File: src/rtl/pos_sweep_pkg.sv
// Shared types and sizing helpers for the product-of-sums sweep controller.
package pos_sweep_pkg;

   typedef enum logic [1:0] {
      IDLE   = 2'd0,
      SETTLE = 2'd1,
      SAMPLE = 2'd2,
      DONE   = 2'd3
   } state_t;

   localparam int DEF_SETTLE_CYCLES = 1;
   localparam int DEF_SETTLE_CW     = $clog2(DEF_SETTLE_CYCLES + 1);

   // Truth-table width for n variables.
   function automatic int tbl_w(input int n);
      return 1 << n;
   endfunction

   function automatic int settle_cw(input int settle_cycles);
      return $clog2(settle_cycles + 1);
   endfunction

endpackage

File: src/rtl/pos_sweep_controller_settle_timer.sv
// Loadable down-counter; expired is high while the count sits at zero.
// Latency: load takes effect on the next edge; no backpressure.
module settle_timer #(
   parameter int CW = 1
) (
   input  logic          clk,
   input  logic          rst_n,
   input  logic          load,
   input  logic [CW-1:0] load_val,
   output logic          expired
);

   logic [CW-1:0] cnt;

   always_ff @(posedge clk or negedge rst_n) begin
      if (!rst_n) begin
         cnt <= '0;
      end else if (load) begin
         cnt <= load_val;
      end else if (cnt != '0) begin
         cnt <= cnt - CW'(1);
      end
   end

   assign expired = (cnt == '0);

endmodule

File: src/rtl/pos_sweep_controller.sv
// Sweeps a combinational PoS function over all input combinations and checks it against a maxterm mask.
// Latency: one index per SETTLE_CYCLES+1 cycles, done one cycle after the last sample; no backpressure.
module pos_sweep_controller
   import pos_sweep_pkg::*;
#(
   parameter int N_VARS        = 4,
   parameter int SETTLE_CYCLES = 1
) (
   input  logic                        clk,
   input  logic                        rst_n,
   input  logic                        start,
   input  logic                        abort,
   input  logic [tbl_w(N_VARS)-1:0]    maxterm_mask,
   input  logic                        func_out,
   output logic [N_VARS-1:0]           vars_out,
   output logic                        busy,
   output logic                        sample_valid,
   output logic [N_VARS-1:0]           sample_idx,
   output logic                        done,
   output logic                        aborted,
   output logic                        pass,
   output logic [N_VARS:0]             mismatch_count,
   output logic                        first_fail_valid,
   output logic [N_VARS-1:0]           first_fail_idx,
   output logic [tbl_w(N_VARS)-1:0]    captured_table
);

   localparam int TW = tbl_w(N_VARS);
   localparam int CW = settle_cw(SETTLE_CYCLES);
   localparam logic [CW-1:0] RELOAD = CW'(SETTLE_CYCLES - 1);

   state_t            state, state_nxt;
   logic [TW-1:0]     mask_q;
   logic [N_VARS-1:0] idx;
   logic              tmr_load;
   logic              tmr_expired;
   logic              last;
   logic              mism;
   logic [N_VARS:0]   count_nxt;

   settle_timer #(.CW(CW)) u_settle_timer (
      .clk      (clk),
      .rst_n    (rst_n),
      .load     (tmr_load),
      .load_val (RELOAD),
      .expired  (tmr_expired)
   );

   // A maxterm bit of 1 means the function must evaluate to 0 there.
   assign last      = (idx == {N_VARS{1'b1}});
   assign mism      = (func_out != ~mask_q[idx]);
   assign count_nxt = mismatch_count + {{N_VARS{1'b0}}, mism};
   assign vars_out  = idx;

   always_ff @(posedge clk or negedge rst_n) begin
      if (!rst_n) begin
         state <= IDLE;
      end else begin
         state <= state_nxt;
      end
   end

   always_comb begin
      state_nxt = state;
      tmr_load  = 1'b0;
      unique case (state)
         IDLE: begin
            if (start) begin
               state_nxt = SETTLE;
               tmr_load  = 1'b1;
            end
         end
         SETTLE: begin
            if (abort)            state_nxt = IDLE;
            else if (tmr_expired) state_nxt = SAMPLE;
         end
         SAMPLE: begin
            if (abort) begin
               state_nxt = IDLE;
            end else if (last) begin
               state_nxt = DONE;
            end else begin
               state_nxt = SETTLE;
               tmr_load  = 1'b1;
            end
         end
         DONE: state_nxt = IDLE;
      endcase
   end

   always_ff @(posedge clk or negedge rst_n) begin
      if (!rst_n) begin
         mask_q           <= '0;
         idx              <= '0;
         busy             <= 1'b0;
         sample_valid     <= 1'b0;
         sample_idx       <= '0;
         done             <= 1'b0;
         aborted          <= 1'b0;
         pass             <= 1'b0;
         mismatch_count   <= '0;
         first_fail_valid <= 1'b0;
         first_fail_idx   <= '0;
         captured_table   <= '0;
      end else begin
         sample_valid <= 1'b0;
         done         <= 1'b0;
         if (state == IDLE) begin
            if (start) begin
               mask_q           <= maxterm_mask;
               idx              <= '0;
               busy             <= 1'b1;
               aborted          <= 1'b0;
               pass             <= 1'b0;
               mismatch_count   <= '0;
               first_fail_valid <= 1'b0;
               first_fail_idx   <= '0;
               captured_table   <= '0;
            end
         end else if (abort) begin
            // Partial results stay visible for post-mortem.
            busy    <= 1'b0;
            aborted <= 1'b1;
            pass    <= 1'b0;
         end else if (state == DONE) begin
            busy <= 1'b0;
         end else if (state == SAMPLE) begin
            captured_table[idx] <= func_out;
            sample_valid        <= 1'b1;
            sample_idx          <= idx;
            mismatch_count      <= count_nxt;
            if (mism && !first_fail_valid) begin
               first_fail_valid <= 1'b1;
               first_fail_idx   <= idx;
            end
            if (last) begin
               done <= 1'b1;
               pass <= (count_nxt == '0);
            end else begin
               idx <= idx + N_VARS'(1);
            end
         end
      end
   end

endmodule

File: config.mk
export PLATFORM = sky130hd
export DESIGN_NAME = pos_sweep_controller
export DESIGN_NICKNAME = d
export VERILOG_FILES = /design/src/rtl/pos_sweep_pkg.sv /design/src/rtl/pos_sweep_controller_settle_timer.sv /design/src/rtl/pos_sweep_controller.sv
export SDC_FILE = /design/constraint.sdc
export NUM_CORES = 1
export LEC_CHECK = 0
export CAP_MARGIN = 20
export CORE_UTILIZATION = 40
export DETAILED_ROUTE_END_ITERATION = 12
export PLACE_DENSITY = 0.76
export SYNTH_ARGS = -nofsm -noshare
export SYNTH_HDL_FRONTEND = slang
export SYNTH_SLANG_ARGS = --single-unit
File: constraint.sdc
create_clock -name clk -period 6.9 [get_ports clk]
set_clock_uncertainty 0.05 [all_clocks]
set_input_delay 1.035 -clock clk [delete_from_list [all_inputs] [get_ports clk]]
set_output_delay 1.035 -clock clk [all_outputs]
set_load 0.05 [all_outputs]
==> impl_metrics.toml <==
[status]
status = "finished clean"

[pwr]
power.leakage_uw = 0.001522
power_frac_comb_pct = 36.3
power.internal_uw = 705.0
seqPwrFrac_pct = 39.3
switchingPower_uw = 433.4
p_sw_share_pct = 38.07
max-vdd-ir-drop_uv = 211.8
p_per_area_mw_per_mm2 = 328.0
clkPwrFrac_pct = 24.3

[cells_and_area]
final_cell_area_mm2 = 0.003471
mostFrequentLayoutCell = "clkdlybuf4s50_1"
syn2layout_area_growth_pct = 30.11
layout-drive-gt1-share_pct = 8.911
finalNetCount = 325
layout_common_cells = "clkdlybuf4s50_1, dfrtp_1, nand2_1"
diodes = 0
fin_util_pct = 54.35

[place]
dp_hpwl_um = 4258
dpl_cell_area_mm2 = 0.003297
io_buffers = 59
preCtsSetupSlack_ns = 3.457
routabilityCongestion = 0.8411

[setup_path]
cp_cell_sequence = "mux4_2 -> mux4_2 -> xnor2_2 -> ha_1 -> ha_1 -> xor2_1 -> or4_1 -> o41ai_1"
crit_required_ns = 7.09
cpLargestDelayFamily = "multiplexers"
cp.arrival_ns = 3.56
worstSetupStartpointType = "register"
critPathMaxFanout = 9
crit_buf_inv = 0
path_class = "reg -> reg"
max_stage_delay_ns = 0.58
end_kind = "register"
slowest_stage = "dfrtp_1"

[sta]
max_freq_ghz = 0.2971
slew_violations = 0
max_slew_margin_pct = 49.86
fin_hold_ws_ns = 0.4288
rsz0062_at_grt = "false"
worstMarginPinSlew_ns = 0.7493
fin_crit_ns = 3.366
finalCritPeriodShare_pct = 48.79
tns_ns = 0
finalSetupViolCount = 0
hold_viol = 0
worst_slack_ns = 3.534

[floorplanning]
dieArea_mm2 = 0.007000
die_x_um = 83.67
rows = 29
pin_count = 60
initial_core_util_pct = 41.77
core_area_mm2 = 0.006386
die_h_um = 83.67

[global_route]
overflow = 0
grt_pass1_vias = 2122
grtUsageTotal_pct = 19.20
grt_antenna_before_repair = 0
grt_pass1_wl_um = 10380
grt_max_degree = 58

[flow_run]
maxCapViolCount = 0

[synth]
syn-num-nets = 269
synth_ff_type = "dfrtp_1"
syn_area_mm2 = 0.002668
synthCells = 242
synth_edf_count = 0
seq_area_frac_synth_pct = 53.47
ys_seq_elements = 57
syn_avg_cell_area_um2 = 11.02
async_flop_share_pct = 100.0
yosys_warnings = 0
synthDistinctLibCells = 40

[drt]
first_pass_iters = 4
drt-total-wl_um = 6012
drt_iter0_drc = 108
drtAntennaViolNets = 0
via_per_inst = 5.453
vias = 2072
drcViolationCount = 0
wl_per_cell_um = 15.82

[clocking]
root_buffer = "clkbuf_8"
cts_resized = 0
clk_pin_slew_ns = 0.06
insertion_delay_ns = 0.35
cts_tree = "done"
ctsHoldBuffers = 0
cts-htree-levels = 3
postCtsSetupBuffers = 0
clock_path_buffers = 2
cts_sinks = 57
numCtsBuffers = 9

[worst_hold_path]
hold_path.class = "reg -> reg"
-- worst paths after layout --
| check | startpoint | to | slack, ns | depth (start not counted) |
|---|---|---|---|---|
| min | sample_idx[3] | sample_idx[3] | 0.43 | 2 |
| max reg2reg | vars_out[0] | pass | 3.53 | 8 |
| min reg2reg | sample_idx[3] | sample_idx[3] | 0.43 | 2 |
| max | vars_out[0] | pass | 3.53 | 8 |
| max in group asynchronous | rst_n | mask_q[1] | 5.53 | 2 |
| min in group asynchronous | rst_n | sample_idx[0] | 0.77 | 2 |
-- worst min-delay path, cell delays in order (launching register included) --
cell and delay (ns):
dfrtp_1 0.34, nand2_1 0.05, nand2_1 0.06
-- through the flow --
step,total power (µW),cells
CTS,1151,380
detailed placement,870.9,364
global placement,859.7,364
floorplan,739.3,242
finish,1138,380
global route,1204,380
-- final cells by class --
cell class,instances,area (µm²)
tap,77,96.34
clock buffer,13,158.9
clock inverter,3,15.01
multi-input combinational,160,1140
inverter,9,33.78
timing repair buffer,61,600.6
fill,549,2915
sequential,57,1426
-- cell usage after synthesis, drive strengths merged (2+ instances only) --
| master | instances | area [µm²] |
|---|---|---|
| buf | 2 | 15.01 |
| inv | 9 | 33.79 |
| mux2i | 6 | 60.06 |
| a31oi | 5 | 31.28 |
| clkbuf | 14 | 52.55 |
| a21oi | 8 | 40.04 |
| nand2 | 31 | 116.4 |
| ha | 6 | 75.07 |
| nand3 | 12 | 60.06 |
| o21ai | 22 | 110.1 |
| nand4 | 2 | 12.51 |
| nor3 | 4 | 20.02 |
| xnor2 | 2 | 25.03 |
| and3 | 2 | 12.51 |
| a22o | 5 | 43.79 |
| nand3b | 2 | 15.01 |
| mux4 | 5 | 112.6 |
| dfrtp | 57 | 1426 |
| nor2 | 7 | 26.28 |
| a32o | 3 | 30.03 |
| mux2 | 17 | 191.4 |
| nor4 | 2 | 12.51 |
| o22ai | 4 | 25.02 |
| xor2 | 4 | 35.03 |
-- state kept, by name, summed over array words and instances (netlist names) --
signal and cells:
aborted 1, busy 1, captured_table 16, done 1
first_fail_idx 4, first_fail_valid 1, mask_q 16, mismatch_count 5
pass 1, sample_idx 4, sample_valid 1, state 2
vars_out 4
-- power groups by stage --
| stage | combinational [µW] | sequential [µW] | clock (µW) |
|---|---|---|---|
| global placement | 408 | 452 | 0 |
| floorplan | 202 | 537 | 0 |
| CTS | 417 | 449 | 284 |
| global route | 447 | 458 | 299 |
| detailed placement | 415 | 455 | 0 |
| finish | 414 | 448 | 277 |
-- logic make-up after synthesis --
group / share of synthesized area, %
adders and majority gates: 2.814
buffers and inverters: 3.799
AOI/OAI and AO/OA: 11.77
muxes: 13.65
and+or+nand+nor: 12.24
xor gates and xnor gates: 2.251
DFF: 53.47
-- metal layers --
metal	global-route usage, %	up-vias	routed length [µm]
met5	0	-	0
met4	10.17	0	142
met3	4.550	13	325
met2	30.60	63	2827
met1	24.27	1020	2716
li1	-	976	-
Power figures use the tool's default switching activity.
